File: src/rtl/serial_operand_feeder.sv
// Serial operand feeder: accepts a parallel operand pair over valid/ready and
// streams both operands LSB-first, one bit per clock, into a bit-serial adder.
// Each word is followed by FLUSH_CYCLES zero bits. These zeros push the final
// carry out of the adder and clear its carry flop before the next word.
//
// Ports:
//   clk        rising-edge clock
//   rst        synchronous reset, active-high
//   in_valid   operand pair on op_a/op_b is valid
//   in_ready   feeder can accept a pair this cycle
//   op_a/op_b  parallel operands, sampled only at the accept edge
//   ser_a/ser_b serial operand bits, LSB first
//   bit_valid  high while ser_a/ser_b carry operand bits
//   first_bit  high while bit 0 is driven
//   last_bit   high while bit WIDTH-1 is driven
//   busy       high while a word is shifting or flushing
module serial_operand_feeder #(
    parameter int unsigned WIDTH        = 8,
    parameter int unsigned FLUSH_CYCLES = 2
) (
    input  logic             clk,
    input  logic             rst,
    input  logic             in_valid,
    output logic             in_ready,
    input  logic [WIDTH-1:0] op_a,
    input  logic [WIDTH-1:0] op_b,
    output logic             ser_a,
    output logic             ser_b,
    output logic             bit_valid,
    output logic             first_bit,
    output logic             last_bit,
    output logic             busy
);

    localparam int unsigned CNT_MAX = (WIDTH > FLUSH_CYCLES) ? WIDTH : FLUSH_CYCLES;
    localparam int unsigned CNT_W   = $clog2(CNT_MAX);
    localparam logic [CNT_W-1:0] LAST_BIT_CNT   = CNT_W'(WIDTH - 1);
    localparam logic [CNT_W-1:0] LAST_FLUSH_CNT = CNT_W'(FLUSH_CYCLES - 1);

    typedef enum logic [1:0] {
        IDLE  = 2'd0,
        SHIFT = 2'd1,
        FLUSH = 2'd2
    } state_t;

    state_t           state;
    logic [WIDTH-1:0] sh_a;
    logic [WIDTH-1:0] sh_b;
    logic [CNT_W-1:0] cnt;

    // The shift registers are all-zero outside SHIFT (reset, or fully shifted
    // out by the end of the word), so bit 0 doubles as the registered serial
    // output and reads as zero during flush and idle.
    assign ser_a = sh_a[0];
    assign ser_b = sh_b[0];

    // FSM, datapath and registered framing outputs
    always_ff @(posedge clk) begin
        if (rst) begin
            state     <= IDLE;
            sh_a      <= '0;
            sh_b      <= '0;
            cnt       <= '0;
            in_ready  <= 1'b1;
            bit_valid <= 1'b0;
            first_bit <= 1'b0;
            last_bit  <= 1'b0;
            busy      <= 1'b0;
        end else begin
            case (state)
                IDLE: begin
                    if (in_valid) begin
                        state     <= SHIFT;
                        sh_a      <= op_a;
                        sh_b      <= op_b;
                        cnt       <= '0;
                        in_ready  <= 1'b0;
                        bit_valid <= 1'b1;
                        first_bit <= 1'b1;
                        last_bit  <= 1'b0;
                        busy      <= 1'b1;
                    end
                end
                SHIFT: begin
                    sh_a      <= {1'b0, sh_a[WIDTH-1:1]};
                    sh_b      <= {1'b0, sh_b[WIDTH-1:1]};
                    first_bit <= 1'b0;
                    if (cnt == LAST_BIT_CNT) begin
                        state     <= FLUSH;
                        cnt       <= '0;
                        bit_valid <= 1'b0;
                        last_bit  <= 1'b0;
                    end else begin
                        cnt      <= cnt + CNT_W'(1);
                        // Look ahead one count so last_bit lines up with the final bit
                        last_bit <= ((cnt + CNT_W'(1)) == LAST_BIT_CNT);
                    end
                end
                FLUSH: begin
                    if (cnt == LAST_FLUSH_CNT) begin
                        state    <= IDLE;
                        cnt      <= '0;
                        in_ready <= 1'b1;
                        busy     <= 1'b0;
                    end else begin
                        cnt <= cnt + CNT_W'(1);
                    end
                end
                default: begin
                    // Unreachable encoding: return to a clean idle
                    state     <= IDLE;
                    sh_a      <= '0;
                    sh_b      <= '0;
                    cnt       <= '0;
                    in_ready  <= 1'b1;
                    bit_valid <= 1'b0;
                    first_bit <= 1'b0;
                    last_bit  <= 1'b0;
                    busy      <= 1'b0;
                end
            endcase
        end
    end

endmodule

File: config.mk
export PLATFORM = sky130hd
export DESIGN_NAME = serial_operand_feeder
export DESIGN_NICKNAME = d
export VERILOG_FILES = /design/src/rtl/serial_operand_feeder.sv
export SDC_FILE = /design/constraint.sdc
export NUM_CORES = 1
export LEC_CHECK = 0
export CAP_MARGIN = 20
export CORE_ASPECT_RATIO = 0.7
export CORE_MARGIN = 5
export CORE_UTILIZATION = 51
export CTS_CLUSTER_SIZE = 24
export DETAILED_ROUTE_END_ITERATION = 16
export PLACE_DENSITY = 0.76
export SKIP_LAST_GASP = 1
export SLEW_MARGIN = 20
export SYNTH_ARGS = -nofsm -noshare
export SYNTH_HDL_FRONTEND = slang
export SYNTH_SLANG_ARGS = --single-unit
File: constraint.sdc
create_clock -name clk -period 2.1 [get_ports clk]
set_clock_uncertainty 0.05 [all_clocks]
set_input_delay 0.42 -clock clk [delete_from_list [all_inputs] [get_ports clk]]
set_output_delay 0.42 -clock clk [all_outputs]
set_load 0.02 [all_outputs]
# Yosys cells after proc, flatten, opt, wreduce, memory -nomap -nowiden
# Index checks and enable logic that the tools add are counted.
[word_totals]
ff_bits = 26
in_bits = 19
output_inout_bits = 7
wordCells = 48
[op_classes]
add_sub_neg = 1
n_eq_ne = 8
mux = 23
bitwise_logic = 2
reduce_logical = 5
[ops]
columns = ["op", "n"]
rows = [
  ["$pmux W8 S3", 2],
  ["$mux W8", 2],
  ["$pmux W1 S3", 4],
  ["$mux W3", 3],
  ["$pmux W3 S3", 1],
  ["$reduce_and A3 Y1", 3],
  ["$eq A3 B3 Y1 const B", 2],
  ["$mux W1", 6],
  ["$mux W2", 3],
  ["$ne A2 B2 Y1 const B", 3],
  ["$pmux W2 S3", 1],
  ["$add A3 B1 Y3 const B", 1],
  ["$eq A3 B1 Y1 const B", 1],
  ["$eq A2 B1 Y1 const B", 1],
  ["$eq A2 B2 Y1 const B", 1],
  ["$logic_not A2 Y1", 1],
  ["$not A1 Y1", 2],
  ["$pmux W1 S2", 1],
  ["$reduce_and A2 Y1", 1],
]

# Logic depth before layout (Yosys ltp)
[depth]
depth_word = 4
depth_mapped = 7
ltp_nobuf = 5

# Worst setup path after synthesis
# No wires, ideal clock.
[synth_path]
path_type = "register to register"
startpoint = "register state[0]"
endpoint = "register busy"
setup_time_ns = 0.123
arrival_ns = 1.541
t_required_ns = 1.927
setup_slack_ns = 0.385
stages_incl_launch_ff = 8
n_path_buf = 2
synth_period_minus_slack_ns = 1.715
cell_sequence = "dfxtp_1 -> inv_1 -> ha_1 -> buf_6 -> nor2b_4 -> buf_6 -> a211oi_2 -> mux2_1"
[synth_via]
elab_chain_len = 3
elab_cells_between_ends = 8
cone_classes = "eq/ne: 4; mux: 1; bitwise: 1; reduce/logical: 2"
[synth_rtl]
columns = ["element", "line", "text"]
rows = [
  ["from (decl)", "46", "state_t state;"],
  ["from (signal assigned)", "60", "state <= IDLE;"],
  ["from (signal assigned)", "73", "state <= SHIFT;"],
  ["from (signal assigned)", "89", "state <= FLUSH;"],
  ["$eq A2 B2 Y1 (tied with other cells)", "70", "case (state)"],
  ["$ne A2 B2 Y1 (no line) or $not A1 Y1 (tied branches)", "--", ""],
  ["$reduce_and A3 Y1 (no line)", "--", ""],
  ["to (signal assigned)", "68", "busy <= 1'b0;"],
  ["to (signal assigned)", "81", "busy <= 1'b1;"],
  ["to (signal assigned)", "104", "busy <= 1'b0;"],
  ["to (decl)", "32", "output logic busy"],
]
# Several ways; a longest one is shown, not always the timed one.
# A chain may end at the register's enable or synchronous reset.

# Worst setup path after layout
[layout_path]
startpoint = "register state[0]"
endpoint = "register sh_b[5]"
[layout_via]
elab_chain_len = 3
elab_cells_between_ends = 7
cone_classes = "eq/ne: 3; mux: 1; bitwise: 1; reduce/logical: 2"
[layout_rtl]
columns = ["element", "line", "text"]
rows = [
  ["$logic_not A2 Y1 or $eq A2 B2 Y1 (tied branches)", "70", ""],
  ["$ne A2 B2 Y1 (no line) or $not A1 Y1 (tied branches)", "--", ""],
  ["$reduce_and A2 Y1 (no line)", "--", ""],
  ["to (signal assigned)", "75", "sh_b <= op_b;"],
  ["to (signal assigned)", "86", "sh_b <= {1'b0, sh_b[WIDTH-1:1]};"],
  ["to (decl)", "48", "logic [WIDTH-1:0] sh_b;"],
]
# Several ways; a longest one is shown, not always the timed one.

==> impl_results.md <==
* Slowest cell on crit path: sky130_fd_sc_hd__a221o_1
* FF+latch area at 520.5 µm²
* DRC violation count after routing at 0
* Wire per inst at 16.45 µm
* End point of the most critical hold path: sh_b[7]$_SDFFE_PP0P_
* Share of power burned in the clock network at 15.5%
* Critical Path AT at 1.92 ns
* Cells along the critical path: inv_1, ha_1, nor2b_4, nor3_4, a221o_1
* Mean number of vias per cell at 5.832
* Largest incremental delay on the critical path at 0.38 ns
* Later-pin clock latency in the skew report at 0.27 ns
* Cell Area, Placed at 1674 µm²
* Class of the tightest hold or removal check: register to register
* Quantity of gates resized following cts at 0
* Routed wire length at 3421 µm
* Type of the worst setup path: register to register
* Worst Hold Slack at 0.4388 ns
* Cell-internal power at 1264 µW
* Lkg Pwr at 0.0006505 µW
* Wire length of the first global-routing pass at 5616 µm
* Total I/O pin count at 26
* Area used by multi-input combinational logic at 748.2 µm²
* Hpwl dp at 2597 µm
* Clock slew at the register clock pins of the worst setup and hold paths at 0.09 ns
* Max Fclk at 553.9 MHz
* Min Clock Period, post-route at 1.805 ns
* Unrepaired setup endpoints after global routing: no
* Number of global-route vias before repair at 1148
* Starting utilization of the core area at 54.24%
* Fraction of synthesized cell area taken by the top area cell type at 38.45%
* Gate count after technology mapping at 144
* Endpoint of the lowest-slack register-to-register path: sh_b[5]$_SDFFE_PP0P_
* Status: finished, final reports clean
* Number of register bits inferred by synthesis at 26
* Antenna diode count at 0
* Leading cell types by total area after synthesis: sky130_fd_sc_hd__dfxtp_1 38%, sky130_fd_sc_hd__a221o_1 6.7%, sky130_fd_sc_hd__ha_1 6.5%
* X dimension of the die at 71.58 µm
* Register-to-register path setup slack at 0.29 ns
* Std-Cell Core Area at 2496 µm²
* Layout Area Growth over Synthesis at 27.73%
* Placed insts at 204
* Count of buffers from port buffering at 25
* Switching Fraction at 40.04%
* Post-synth cell types at 40
* Maximum number of pins on one net before global-route repair at 17
* Top flip-flop cell by instance count after synthesis: sky130_fd_sc_hd__dfxtp_1
* Total Die Area at 3801 µm²
* Synthesized cell area at 1354 µm²
* Net switching component of the power at 844.0 µW
* Number of enable-type register cells in the synthesized netlist at 0
* Setup Viol. Count Final at 0
* Slew at the pin with the worst max-slew slack at 0.4298 ns
* Sum Neg Setup Slack at 0 ns
* Number of placement rows at 15
* Hold Path Stages at 2
* Final Hold Vio Count at 0
* Critical path data required time at 2.22 ns
* Headroom to the max-slew limit at 71.25%
* Yosys warning count at 0
* Number of max-slew violations in the final report at 0
* Tot GR Track Use at 19.61%
* Sequential share of the synthesized area at 38.45%
* Crit-path max FO at 9
* Final Instance Area at 1729 µm²
* Final period utilization at 85.97%
* Avg Inst Size Synth at 9.401 µm²
* Clock root buffer master: sky130_fd_sc_hd__clkbuf_8
* Startpoint of the most critical register-to-register path: state[0]$_SDFFE_PP0P_
* Share of synthesized registers carrying an async set or reset at 0%
* Clock tree sinks at 26
* Post-Synthesis Net Count at 170
* Post-route non-filler standard cell count at 208
* Most area-hungry cell type in the Yosys netlist: sky130_fd_sc_hd__dfxtp_1
* DRC violation total after the first TritonRoute iteration at 76
* Combinational cell fraction of total power at 50.3%
* Capturing element type of the critical path: register
* DRT antenna net count at 0
* Initial antenna violation count at 0
* H-tree depth at 1
* Max-capacitance violation count at 0
* Startpoint of the tightest hold check path: sh_b[7]$_SDFFE_PP0P_
* Fill cell count at 204
* Maximum clock path buffer count at 2
* Number of vias in the routed layout at 1213
* Peak supply drop at 0.001003 V
* Vertical die dimension at 53.11 µm
* Number of buffers added for setup after CTS at 0
* Final global-route overflow total at 0
* Hold-fix buffers at CTS at 0
* P per Cell Area at 1219 nW/µm²
* Nature of the critical path startpoint: register
* Share of total power in sequential cells at 34.1%
* GPL Wtd Cong at 0.8532
* Proportion of layout cells with a drive suffix above 1 at 12.64%
* CTS tree: built
* TritonCTS Buffers at 3
* Number of nets at the end of the flow at 201
* DRT Pass-1 Iters at 4
* R2R depth at 5
-- synthesized netlist by cell type (2+ instances only) --
library cell and number:
sky130_fd_sc_hd__dfxtp_1 26, sky130_fd_sc_hd__a21oi_1 12, sky130_fd_sc_hd__a221o_1 9, sky130_fd_sc_hd__nand2b_1 9, sky130_fd_sc_hd__nor2b_1 8, sky130_fd_sc_hd__ha_1 7, sky130_fd_sc_hd__inv_1 7, sky130_fd_sc_hd__and2_0 6
sky130_fd_sc_hd__clkbuf_1 5, sky130_fd_sc_hd__nand2_1 5, sky130_fd_sc_hd__nand4_1 4, sky130_fd_sc_hd__o21ai_1 4, sky130_fd_sc_hd__a32oi_1 3, sky130_fd_sc_hd__o32ai_1 3, sky130_fd_sc_hd__a211oi_1 2, sky130_fd_sc_hd__and3b_1 2
sky130_fd_sc_hd__buf_2 2, sky130_fd_sc_hd__buf_6 2, sky130_fd_sc_hd__nand3_1 2, sky130_fd_sc_hd__nor2_1 2, sky130_fd_sc_hd__o211ai_1 2, sky130_fd_sc_hd__o21ai_0 2, sky130_fd_sc_hd__o22ai_1 2, sky130_fd_sc_hd__o2bb2ai_1 2
-- final cells by class --
| class | count | share of cell area, % |
|---|---|---|
| Multi-Input combinational cell | 100 | 43.27 |
| Sequential cell | 26 | 30.10 |
| Timing Repair Buffer | 36 | 19.25 |
| Clock buffer | 4 | 3.184 |
| Tap cell | 34 | 2.460 |
| Inverter | 8 | 1.737 |
-- cell families after synthesis --
| logic type | after synthesis | synth area share [%] |
|---|---|---|
| AOI/OAI and AO/OA | 46 | 24.86 |
| and+or+nand+nor | 44 | 21.53 |
| buffers and inverters | 18 | 6.285 |
| DFF | 26 | 38.45 |
| adders and majority gates | 7 | 6.469 |
| muxes | 3 | 2.403 |
-- critical path, delay by kind of cell, from the launching register on --
| kind | cells | cell delay [ns] |
|---|---|---|
| flip-flops | 1 | 0.32 |
| buffers and inverters | 1 | 0.10 |
| adder cells (fa/ha/maj) | 1 | 0.35 |
| AND/OR/NAND/NOR | 2 | 0.50 |
| AO/OA/AOI/OAI | 1 | 0.38 |
-- sequential cells by signal, indices dropped and copies added, names as in the netlist --
| register | flops |
|---|---|
| first_bit | 1 |
| in_ready | 1 |
| bit_valid | 1 |
| sh_a | 8 |
| sh_b | 8 |
| busy | 1 |
| cnt | 3 |
| last_bit | 1 |
| state | 2 |
-- power groups by stage --
stage / Clock (µW) / Sequential [µW] / Combinational, µW
after floorplan: 0 / 752 / 683
after global placement: 0 / 721 / 1010
after detailed placement: 0 / 726 / 1050
after CTS: 338 / 717 / 1050
after global routing: 362 / 738 / 1140
final: 327 / 720 / 1060
-- per-stage QoR --
stage	setup slack [ns]	total power, µW	util (%)
floorplan	0.3852	1435	-
global placement	0.1823	1735	67.07
global route	0.1332	2237	69.27
detailed placement	0.1395	1771	67.07
finish	0.2946	2108	69.27
CTS	0.3044	2107	69.27
-- metal layers --
layer / global-route usage, % / up-vias / part of all wire (%)
met1: 26.11 / 559 / 47
met3: 5.882 / 6 / 7.8
li1: - / 597 / -
met2: 30.64 / 51 / 44
met5: 0 / - / 0
met4: 5.625 / 0 / 1.2
-- layout by cell type, fill, tap and decap left out, types with 2 or more instances in the layout --
cell type | Yosys | routed
sky130_fd_sc_hd__a211oi_1 | 2 | 2
sky130_fd_sc_hd__a21oi_1 | 12 | 12
sky130_fd_sc_hd__a221o_1 | 9 | 9
sky130_fd_sc_hd__a32oi_1 | 3 | 3
sky130_fd_sc_hd__and2_0 | 6 | 6
sky130_fd_sc_hd__and3b_1 | 2 | 2
sky130_fd_sc_hd__buf_4 | 0 | 11
sky130_fd_sc_hd__clkbuf_8 | 0 | 4
sky130_fd_sc_hd__clkdlybuf4s50_1 | 0 | 25
sky130_fd_sc_hd__dfxtp_1 | 26 | 26
sky130_fd_sc_hd__ha_1 | 7 | 7
sky130_fd_sc_hd__inv_1 | 7 | 7
sky130_fd_sc_hd__nand2_1 | 5 | 5
sky130_fd_sc_hd__nand2b_1 | 9 | 9
sky130_fd_sc_hd__nand3_1 | 2 | 2
sky130_fd_sc_hd__nand4_1 | 4 | 4
sky130_fd_sc_hd__nor2_1 | 2 | 2
sky130_fd_sc_hd__nor2b_1 | 8 | 8
sky130_fd_sc_hd__o211ai_1 | 2 | 2
sky130_fd_sc_hd__o21ai_0 | 2 | 2
sky130_fd_sc_hd__o21ai_1 | 4 | 4
sky130_fd_sc_hd__o22ai_1 | 2 | 2
sky130_fd_sc_hd__o2bb2ai_1 | 2 | 2
sky130_fd_sc_hd__o32ai_1 | 3 | 3
-- worst max-delay path by stage --
stage / startpoint / to / slack (ns) / cells after the start
finish: state[0]$_SDFFE_PP0P_ / sh_b[5]$_SDFFE_PP0P_ / 0.29 / 5
global route: state[0]$_SDFFE_PP0P_ / sh_b[6]$_SDFFE_PP0P_ / 0.13 / 6
global placement: in_valid / sh_b[3]$_SDFFE_PP0P_ / 0.18 / 5
CTS: state[0]$_SDFFE_PP0P_ / sh_b[6]$_SDFFE_PP0P_ / 0.30 / 6
floorplan: state[0]$_SDFFE_PP0P_ / busy$_SDFFE_PP0P_ / 0.39 / 7
detailed placement: in_valid / sh_b[6]$_SDFFE_PP0P_ / 0.14 / 5
Power figures use the tool's default switching activity.
==> variant, RTL diff (config.mk and constraints unchanged) <==
Change the parameter `FLUSH_CYCLES` from 2 to 4.
--- a/src/rtl/serial_operand_feeder.sv
+++ b/src/rtl/serial_operand_feeder.sv
@@ -16,7 +16,7 @@
 //   busy       high while a word is shifting or flushing
 module serial_operand_feeder #(
     parameter int unsigned WIDTH        = 8,
-    parameter int unsigned FLUSH_CYCLES = 2
+    parameter int unsigned FLUSH_CYCLES = 4
 ) (
     input  logic             clk,
     input  logic             rst,
Function: same outputs for any inputs over 10 cycles, from zero or initial values and one cycle with rst high; that may be too few to reach the edited logic, so the function may still have changed.
==> variant against the original RTL <==
  * Wire length shrank 9.4%
  * Setup slack gained 99 ps
  * Non-clock buffer count shrank 4
  * Combinational power grew 25%
  * Design area shrank 4.5%
  * Synthesized area shrank 2.8%
  * Sequential cell count is the same
  * Total power grew 13%
  * Global-route usage shrank 2.6 points
==> variant: results (changes against the original RTL) <==
WL_PER_CELL_UM=14.83  # -9.8%
GROUTE.USAGE.OVERALL=0.1704  # -0.02568
CLKTRANSATPATHREGS_PS=90  # about the same
CTS.HTREE.LEVELS=1  # unchanged
VIAS_IN_THE_FIRST_GLOBAL_ROUTE=1110  # -3.3%
POST_CTS.RESIZED_INSTANCES=0  # unchanged
PORTION_OF_THE_POST_SYNTHESIS_AREA_USED_BY_SEQUENTIAL_ELEMENTS=0.3954  # +0.01096
INSERTION_DELAY_PS=270  # about the same
GROUTE.LAYER.MET1.USAGE=0.2271  # -0.03400
P_LEAK_uW=0.0006090  # -6.4%
CTS.REPAIR_TIMING.SETUP_BUFFER_COUNT=0  # unchanged
GRT_PASS1_WL_MM=5.078  # -9.6%
DRTITER0DRC=74  # -2.6%
GLOBALROUTEMET3UTIL=0.05172  # -0.007099
RELSLEWSLACK=0.7949  # +0.08235
CPPEAKSTAGEDELAY_PS=610  # +230 ps
AVGVIACOUNTPERCELL=5.837  # about the same
PLACEMENT.IO_BUFFERS=25  # unchanged
GRT_START_MAX_NET_PINS=24  # +7
ROUTED-VIA-COUNT=1220  # +0.58%
PLACEMENT.CELL_AREA_UM2=1597  # -4.6%
CPMAXSTAGEDELAYCELL='sky130_fd_sc_hd__clkdlybuf4s50_1'
WORST_HOLD_PATH_TYPE='register to register'
LAST_WEIGHTED_CONGESTION_VALUE_OF_THE_ROUTABILITY_DRIVEN_PLACER=0.7763  # -9.0%
CTS-ROOT-BUF='sky130_fd_sc_hd__clkbuf_8'
RUN_STATUS='finished, final reports clean'
YOSYS_WARNINGS=0  # unchanged
DP.CELLS=205  # +0.49%
ASYNC_RESET_FF_FRAC=0  # unchanged
TOP_REGS='sh_a (8), sh_b (8), cnt (3)'
POWER_SWITCHING_uW=1012  # +20%
GRT_BUSIEST_LAYER='met2'
DP.FINAL_HPWL_MM=2.146  # -17%
IR_WORST_VDD_mV=0.7387  # -26%
DETAIL_ROUTE.FIRST_PASS.ITERATIONS=4  # unchanged
SYNTH_CELL_TYPES=31  # -23%
CTS_BUFFERS=3  # unchanged
YS_TOP_CELLS_BY_COUNT='sky130_fd_sc_hd__a21oi_1 (35), sky130_fd_sc_hd__dfxtp_1 (26), sky130_fd_sc_hd__o21ai_0 (11)'
GRTUSAGEMET2=0.2815  # -0.02486
SYNTHFLOPTYPE='sky130_fd_sc_hd__dfxtp_1'
FINALNETCOUNT=203  # +1.0%
CPLARGESTDELAYFAMILY='buffers and inverters'
CTS_BUFFER_DEPTH=2  # unchanged
LAYOUT-DRIVE-GT1-SHARE=0.1200  # -0.006437
CRIT_FANOUT=2  # -7
SYNTHCELLS=152  # +5.6%
GRT_ANTENNA_BEFORE_REPAIR=0  # unchanged
WORST_EP_ARRIVAL_TIME_PS=1240  # -680 ps
SYNTH_TOP_CELLS_BY_AREA='sky130_fd_sc_hd__dfxtp_1 (40%), sky130_fd_sc_hd__a21oi_1 (13%), sky130_fd_sc_hd__ha_1 (7.6%)'
MAPPEDNETLISTNETS=179  # +5.3%
==> variant: cell count changes after synthesis, moves of 3 or more <==
cell | before | now
sky130_fd_sc_hd__a211oi_1 | 2 | 9
sky130_fd_sc_hd__a211oi_2 | 1 | 5
sky130_fd_sc_hd__a21oi_1 | 12 | 35
sky130_fd_sc_hd__a221o_1 | 9 | 0
sky130_fd_sc_hd__a32oi_1 | 3 | 0
sky130_fd_sc_hd__and2_0 | 6 | 0
sky130_fd_sc_hd__nand2b_1 | 9 | 1
sky130_fd_sc_hd__nor2b_1 | 8 | 2
sky130_fd_sc_hd__o21ai_0 | 2 | 11
sky130_fd_sc_hd__o21ai_1 | 4 | 8
sky130_fd_sc_hd__o32ai_1 | 3 | 0
==> variant: stage by stage <==
step / total power (uW) / worst slack [ps]
final: 2387 / 393.4
after global routing: 2573 / 333.2
after detailed placement: 2063 / 168.9
after CTS: 2393 / 380.0
after floorplan: 1713 / 515.6
after global placement: 2024 / 199.4
==> variant: cells by family after synthesis <==
logic type | after synthesis | share of synthesized area
AOI/OAI and AO/OA | 78 | 0.3688
adders and majority gates | 8 | 0.07605
and+or+nand+nor | 18 | 0.08460
buffers and inverters | 22 | 0.07511
DFF | 26 | 0.3954
==> variant: per-layer routing <==
layer	part of all wire	up-vias
met2	0.45	33
li1	-	608
met1	0.50	579
met5	0	-
met3	0.048	0
met4	0	0
==> variant: worst min-delay path: stages (launching register included) <==
cell	delay (ps)
sky130_fd_sc_hd__dfxtp_1	320
sky130_fd_sc_hd__o21ai_0	60
sky130_fd_sc_hd__a21oi_1	60
==> variant: worst paths after layout <==
| path | startpoint | endpoint | slack, ps | cells past startpoint |
|---|---|---|---|---|
| setup / recovery | in_ready$_SDFFE_PP1P_ | in_ready | 390 | 1 |
| hold / removal | last_bit$_SDFFE_PP0P_ | last_bit$_SDFFE_PP0P_ | 430 | 2 |
| setup reg to reg | state[0]$_SDFFE_PP0P_ | sh_b[3]$_SDFFE_PP0P_ | 450 | 7 |
| hold reg to reg | last_bit$_SDFFE_PP0P_ | last_bit$_SDFFE_PP0P_ | 430 | 2 |
==> variant: power by group through the flow <==
stage	Clock, uW	Combinational [uW]	Sequential [uW]
final	322	1320	742
after global routing	353	1470	754
after CTS	333	1320	742
after detailed placement	0	1310	753
after global placement	0	1280	746
after floorplan	0	927	786
==> variant: final cells by class <==
| class | instances | area (um^2) |
|---|---|---|
| Clock buffer | 4 | 55.05 |
| Fill cell | 205 | 807.0 |
| Inverter | 9 | 33.78 |
| Multi-Input combinational cell | 104 | 696.9 |
| Sequential cell | 26 | 520.5 |
| Tap cell | 34 | 42.54 |
| Timing Repair Buffer | 32 | 302.8 |
